==> src/rtl/clint_irq_seq_pkg.sv <==
// Shared constants for the machine-mode trap sequencer: CSR addresses,
// cause codes, SYSTEM instruction encodings and mstatus bit positions.
package clint_irq_seq_pkg;

    localparam logic [11:0] CSR_MSTATUS = 12'h300;
    localparam logic [11:0] CSR_MEPC    = 12'h341;
    localparam logic [11:0] CSR_MCAUSE  = 12'h342;

    localparam logic [31:0] CAUSE_ECALL  = 32'd11;
    localparam logic [31:0] CAUSE_EBREAK = 32'd3;
    localparam logic [31:0] CAUSE_IRQ    = 32'h8000_000B;

    localparam logic [31:0] INST_ECALL  = 32'h0000_0073;
    localparam logic [31:0] INST_EBREAK = 32'h0010_0073;
    localparam logic [31:0] INST_MRET   = 32'h3020_0073;

    localparam int MSTATUS_MIE  = 3;
    localparam int MSTATUS_MPIE = 7;

endpackage

==> src/rtl/clint_irq_seq.sv <==
// Trap sequencer: holds the pipeline, writes mepc/mcause/mstatus one per
// cycle, then pulses a redirect to mtvec (trap) or mepc (mret).
module clint_irq_seq
    import clint_irq_seq_pkg::*;
#(
    parameter int ADDR_W = 32,
    parameter int CSR_AW = 12
) (
    input  logic              clk,
    input  logic              rst,
    input  logic [31:0]       inst_i,
    input  logic [ADDR_W-1:0] inst_addr_i,
    input  logic              irq_i,
    input  logic              ex_jump_flag_i,
    input  logic [ADDR_W-1:0] ex_jump_addr_i,
    input  logic              busy_i,
    input  logic [ADDR_W-1:0] csr_mtvec_i,
    input  logic [ADDR_W-1:0] csr_mepc_i,
    input  logic [ADDR_W-1:0] csr_mstatus_i,
    output logic              clint_irq_flush_req_o,
    output logic              csr_we_o,
    output logic [CSR_AW-1:0] csr_waddr_o,
    output logic [ADDR_W-1:0] csr_wdata_o,
    output logic              int_assert_o,
    output logic [ADDR_W-1:0] int_addr_o
);

    localparam logic [2:0] S_IDLE      = 3'd0;
    localparam logic [2:0] S_WAIT      = 3'd1;
    localparam logic [2:0] S_W_MEPC    = 3'd2;
    localparam logic [2:0] S_W_MCAUSE  = 3'd3;
    localparam logic [2:0] S_W_MSTATUS = 3'd4;
    localparam logic [2:0] S_M_MSTATUS = 3'd5;
    localparam logic [2:0] S_ASSERT    = 3'd6;

    logic [2:0]        r_state;
    logic              r_mret;
    logic [ADDR_W-1:0] r_cause;
    logic [ADDR_W-1:0] r_epc;

    logic              w_ecall;
    logic              w_ebreak;
    logic              w_mret;
    logic              w_irq;
    logic              w_trap;
    logic [ADDR_W-1:0] w_cause;
    logic [ADDR_W-1:0] w_epc;
    logic [ADDR_W-1:0] w_ms_entry;
    logic [ADDR_W-1:0] w_ms_exit;

    // Priority ecall > ebreak > mret > irq; the decode is mutually exclusive
    // for the instructions, so only irq needs masking by mret.
    always_comb begin
        w_ecall  = (inst_i == INST_ECALL);
        w_ebreak = (inst_i == INST_EBREAK);
        w_mret   = (inst_i == INST_MRET);
        w_irq    = irq_i & csr_mstatus_i[MSTATUS_MIE];
        w_trap   = w_ecall | w_ebreak | (w_irq & ~w_mret);
        if (w_ecall)       w_cause = ADDR_W'(CAUSE_ECALL);
        else if (w_ebreak) w_cause = ADDR_W'(CAUSE_EBREAK);
        else               w_cause = ADDR_W'(CAUSE_IRQ);
        if (w_ecall | w_ebreak || !ex_jump_flag_i) w_epc = inst_addr_i;
        else                                       w_epc = ex_jump_addr_i;
    end

    always_comb begin
        w_ms_entry               = csr_mstatus_i;
        w_ms_entry[MSTATUS_MPIE] = csr_mstatus_i[MSTATUS_MIE];
        w_ms_entry[MSTATUS_MIE]  = 1'b0;
        w_ms_exit                = csr_mstatus_i;
        w_ms_exit[MSTATUS_MIE]   = csr_mstatus_i[MSTATUS_MPIE];
        w_ms_exit[MSTATUS_MPIE]  = 1'b1;
    end

    always_ff @(posedge clk or posedge rst) begin
        if (rst) begin
            r_state <= S_IDLE;
            r_mret  <= 1'b0;
            r_cause <= '0;
            r_epc   <= '0;
        end else begin
            case (r_state)
                S_IDLE: begin
                    if (w_trap) begin
                        r_mret  <= 1'b0;
                        r_cause <= w_cause;
                        r_epc   <= w_epc;
                        r_state <= busy_i ? S_WAIT : S_W_MEPC;
                    end else if (w_mret) begin
                        r_mret  <= 1'b1;
                        r_state <= busy_i ? S_WAIT : S_M_MSTATUS;
                    end
                end
                S_WAIT: begin
                    if (!busy_i) r_state <= r_mret ? S_M_MSTATUS : S_W_MEPC;
                end
                S_W_MEPC:    r_state <= S_W_MCAUSE;
                S_W_MCAUSE:  r_state <= S_W_MSTATUS;
                S_W_MSTATUS: r_state <= S_ASSERT;
                S_M_MSTATUS: r_state <= S_ASSERT;
                default:     r_state <= S_IDLE;
            endcase
        end
    end

    // Detect-cycle request is gated by rst so every output reads 0 in reset.
    always_comb begin
        clint_irq_flush_req_o = (r_state != S_IDLE) | ((w_trap | w_mret) & ~rst);
        csr_we_o     = 1'b0;
        csr_waddr_o  = '0;
        csr_wdata_o  = '0;
        int_assert_o = 1'b0;
        int_addr_o   = '0;
        case (r_state)
            S_W_MEPC: begin
                csr_we_o    = 1'b1;
                csr_waddr_o = CSR_AW'(CSR_MEPC);
                csr_wdata_o = r_epc;
            end
            S_W_MCAUSE: begin
                csr_we_o    = 1'b1;
                csr_waddr_o = CSR_AW'(CSR_MCAUSE);
                csr_wdata_o = r_cause;
            end
            S_W_MSTATUS: begin
                csr_we_o    = 1'b1;
                csr_waddr_o = CSR_AW'(CSR_MSTATUS);
                csr_wdata_o = w_ms_entry;
            end
            S_M_MSTATUS: begin
                csr_we_o    = 1'b1;
                csr_waddr_o = CSR_AW'(CSR_MSTATUS);
                csr_wdata_o = w_ms_exit;
            end
            S_ASSERT: begin
                int_assert_o = 1'b1;
                int_addr_o   = r_mret ? csr_mepc_i : csr_mtvec_i;
            end
            default: ;
        endcase
    end

endmodule

==> config.mk <==
export PLATFORM = sky130hd
export DESIGN_NAME = clint_irq_seq
export DESIGN_NICKNAME = d
export VERILOG_FILES = /design/src/rtl/clint_irq_seq_pkg.sv /design/src/rtl/clint_irq_seq.sv
export SDC_FILE = /design/constraint.sdc
export NUM_CORES = 1
export LEC_CHECK = 0
export ABC_AREA = 0
export BUFFER_PORTS_ARGS = -buffer_cell sky130_fd_sc_hd__buf_4
export CAP_MARGIN = 10
export CORE_AREA = 2 2 107 109
export CTS_CLUSTER_SIZE = 28
export DETAILED_ROUTE_END_ITERATION = 10
export DIE_AREA = 0 0 109 111
export MAX_ROUTING_LAYER = met4
export PLACE_DENSITY = 0.7
export SYNTH_ARGS = -nofsm -noshare
export SYNTH_HDL_FRONTEND = slang
export SYNTH_SLANG_ARGS = --single-unit
==> constraint.sdc <==
create_clock -name clk -period 3.51 [get_ports clk]
set_input_delay 0.702 -clock clk [delete_from_list [all_inputs] [get_ports clk]]
set_output_delay 0.702 -clock clk [all_outputs]
set_load 0.05 [all_outputs]
==> qor.yml <==
p_clk_share_pct: 12.3
finalSetupViolations: 0
tritoncts: "done"
grt.busiest_layer: "met2"
num_rows: 39
route.detailed.drc: 0
global_route.usage.met1_pct: 19.1
clkTransAtPathRegs_ns: 0.06
gp_congestion: 0.802
syn-cell-area_sq_mm: 0.00302
power.total_w: 0.00376
slew_headroom_pct: 35.1
grt_pass1_vias: 3335
drive_gt1_share_pct: 59.1
grt-ovfl-total: 0
clock_path_buffers: 2
synth_most_common_cell: "dfrtp_1"
seq_area_frac_synth_pct: 32.3
clock_sinks: 39
max_cap_violations: 0
cts_resized: 0
finClkSkew_ns: 0.0119
p_sw_w: 0.00190
drtIter0Drc: 103
hold_class: "flop to flop"
yosys.area.top_type: "dfrtp_1"
p_int_w: 0.00186
p_seq_share_pct: 22.4
grt_use_met3_pct: 3.17
grt_max_degree: 40
clock.fmax_ghz: 0.331
wirelength_mm: 11.0
ios: 276
die_w_um: 109
holdWs_ns: 0.489
antenna_found_initial: 0
ir_drop_mv: 0.480
cts_max_level: 2
fin_setup_tns_ns: 0
die-area_sq_mm: 0.0121
nets: 758
ys_seq_elements: 39
core-area_sq_mm: 0.0111
ys_async_sr_fraction_pct: 100
p_comb_share_pct: 65.2
cts_setup_buffers: 0
synth_common_cells: "39 x dfrtp_1, 38 x mux2_2, 36 x mux2i_1, 36 x nor2_1, 27 x a22o_1"
reg2reg_slack_ns: 1.60
ys.flop_type: "dfrtp_1"
clk_latency_ns: 0.28
required_ns: 2.81
placedCellCount: 697
gr-usage-all-layers_pct: 17.5
final_util_pct: 47.8
fin_crit_ns: 3.02
grtUsageMet2_pct: 32.6
status: "complete, no violations"
leakagePower_nw: 2.55
root_buffer: "clkbuf_16"
diodes: 0
ant_nets: 0
cp_max_fo: 6
cp-start-kind: "input pin"
synth-edff-count: 0
synth_cells: 303
yosys_warnings: 0
cp.arrival_ns: 2.31
ys_types: 40
timing.final.crit_share_pct: 85.9
start_util_pct: 27.3
dr.pass1.iters: 4
synth.area.top_cells: "dfrtp_1 32%, mux2_2 14%, mux2i_1 12%"
die_y_um: 111
fin_cells: 705
switching_share_pct: 50.6
syn_area_per_cell_sq_um: 9.97
synth_top_cell_area_share_pct: 32.3
cts_made_buffers: 5
holdBufCountCts: 0
area_growth_syn_to_layout_pct: 75.5
slew_viol_final: 0
vias_per_cell: 4.73
wl_per_cell_um: 15.6
critPathKind: "input pin to primary output"
num_vias: 3333
grt_pass1_wl_mm: 16.3
hold_viol: 0
tightest_slew_ns: 0.974
end_kind: "primary output"
p_per_area_mw_per_mm2: 709
rsz0062_at_grt: "no"
portBuffers: 268
dpl.hpwl_mm: 8.72
## placed cells by master, fill, tap and decap left out, types with 2 or more instances in the layout
master / count
nor2_1: 35
o21ai_0: 8
nor3_1: 5
or3_1: 2
a22o_1: 27
conb_1: 7
mux2i_1: 36
nand3_1: 4
or2_2: 3
clkbuf_16: 5
dfrtp_1: 38
mux2_2: 38
mux2_1: 26
a21oi_1: 4
buf_4: 275
nand2_1: 11
nor4_1: 5
inv_1: 5
nand4_1: 2
a31oi_1: 2
## worst max-delay path, cell delays in order
cell      delay, ns
buf_4          0.11
nor4_1         0.28
nand4_1        0.34
nor3_1         0.42
a211oi_1       0.07
o21ai_0        0.17
buf_4          0.22
## cells by family (layout without fill, tap and decap cells)
family,count (synthesis),after routing,share of synthesized area (%)
other,1,7,0.124
muxes,100,100,35.8
buffers and inverters,37,290,6.46
and+or+nand+nor,74,74,11.5
AOI/OAI and AO/OA,52,52,13.8
DFF,39,39,32.3
## through the flow
stage	worst slack (ns)	cell area, sq um
6_report	0.493	5300
5_1_grt	0.239	5300
4_1_cts	0.473	5300
3_5_place_dp	0.463	5150
3_3_place_gp	0.551	5150
2_1_floorplan	0.104	3040
## registers in the layout (all words and copies together), names as in the netlist
signal and cells:
r_cause 3, r_epc 32, r_mret 1, r_state 3
## area by class of cell
| class | count | area, sq um |
|---|---|---|
| Clock buffer | 7 | 143 |
| Sequential cell | 39 | 977 |
| Inverter | 6 | 22.5 |
| Tap cell | 143 | 179 |
| Clock inverter | 1 | 8.76 |
| Timing Repair Buffer | 276 | 2080 |
| Fill cell | 1045 | 5780 |
| Multi-Input combinational cell | 233 | 1890 |
## per-layer routing
| layer | share of wire (%) | vias up |
|---|---|---|
| li1 | - | 1609 |
| met1 | 39 | 1564 |
| met2 | 53 | 156 |
| met3 | 7.6 | 4 |
| met4 | 0.37 | 0 |
| met5 | 0 | - |
## power groups by stage
| stage | registers [W] | logic (W) | clock network [W] |
|---|---|---|---|
| after global routing | 0.000869 | 0.00258 | 0.000495 |
| after global placement | 0.000835 | 0.00242 | 0 |
| final | 0.000842 | 0.00245 | 0.000464 |
| after CTS | 0.000840 | 0.00247 | 0.000476 |
| after floorplan | 0.000732 | 0.00179 | 0 |
| after detailed placement | 0.000840 | 0.00246 | 0 |
## final timing paths
kind,from,to,cells after the start
setup reg to reg,r_state[0],r_epc[3],4
hold / removal,r_epc[9],r_epc[9],1
setup / recovery,inst_i[14],clint_irq_flush_req_o,7
hold reg to reg,r_epc[9],r_epc[9],1
min in group asynchronous,rst,r_epc[13],2
max in group asynchronous,rst,r_mret,2
Note: power is estimated with default switching activity, not from simulation.
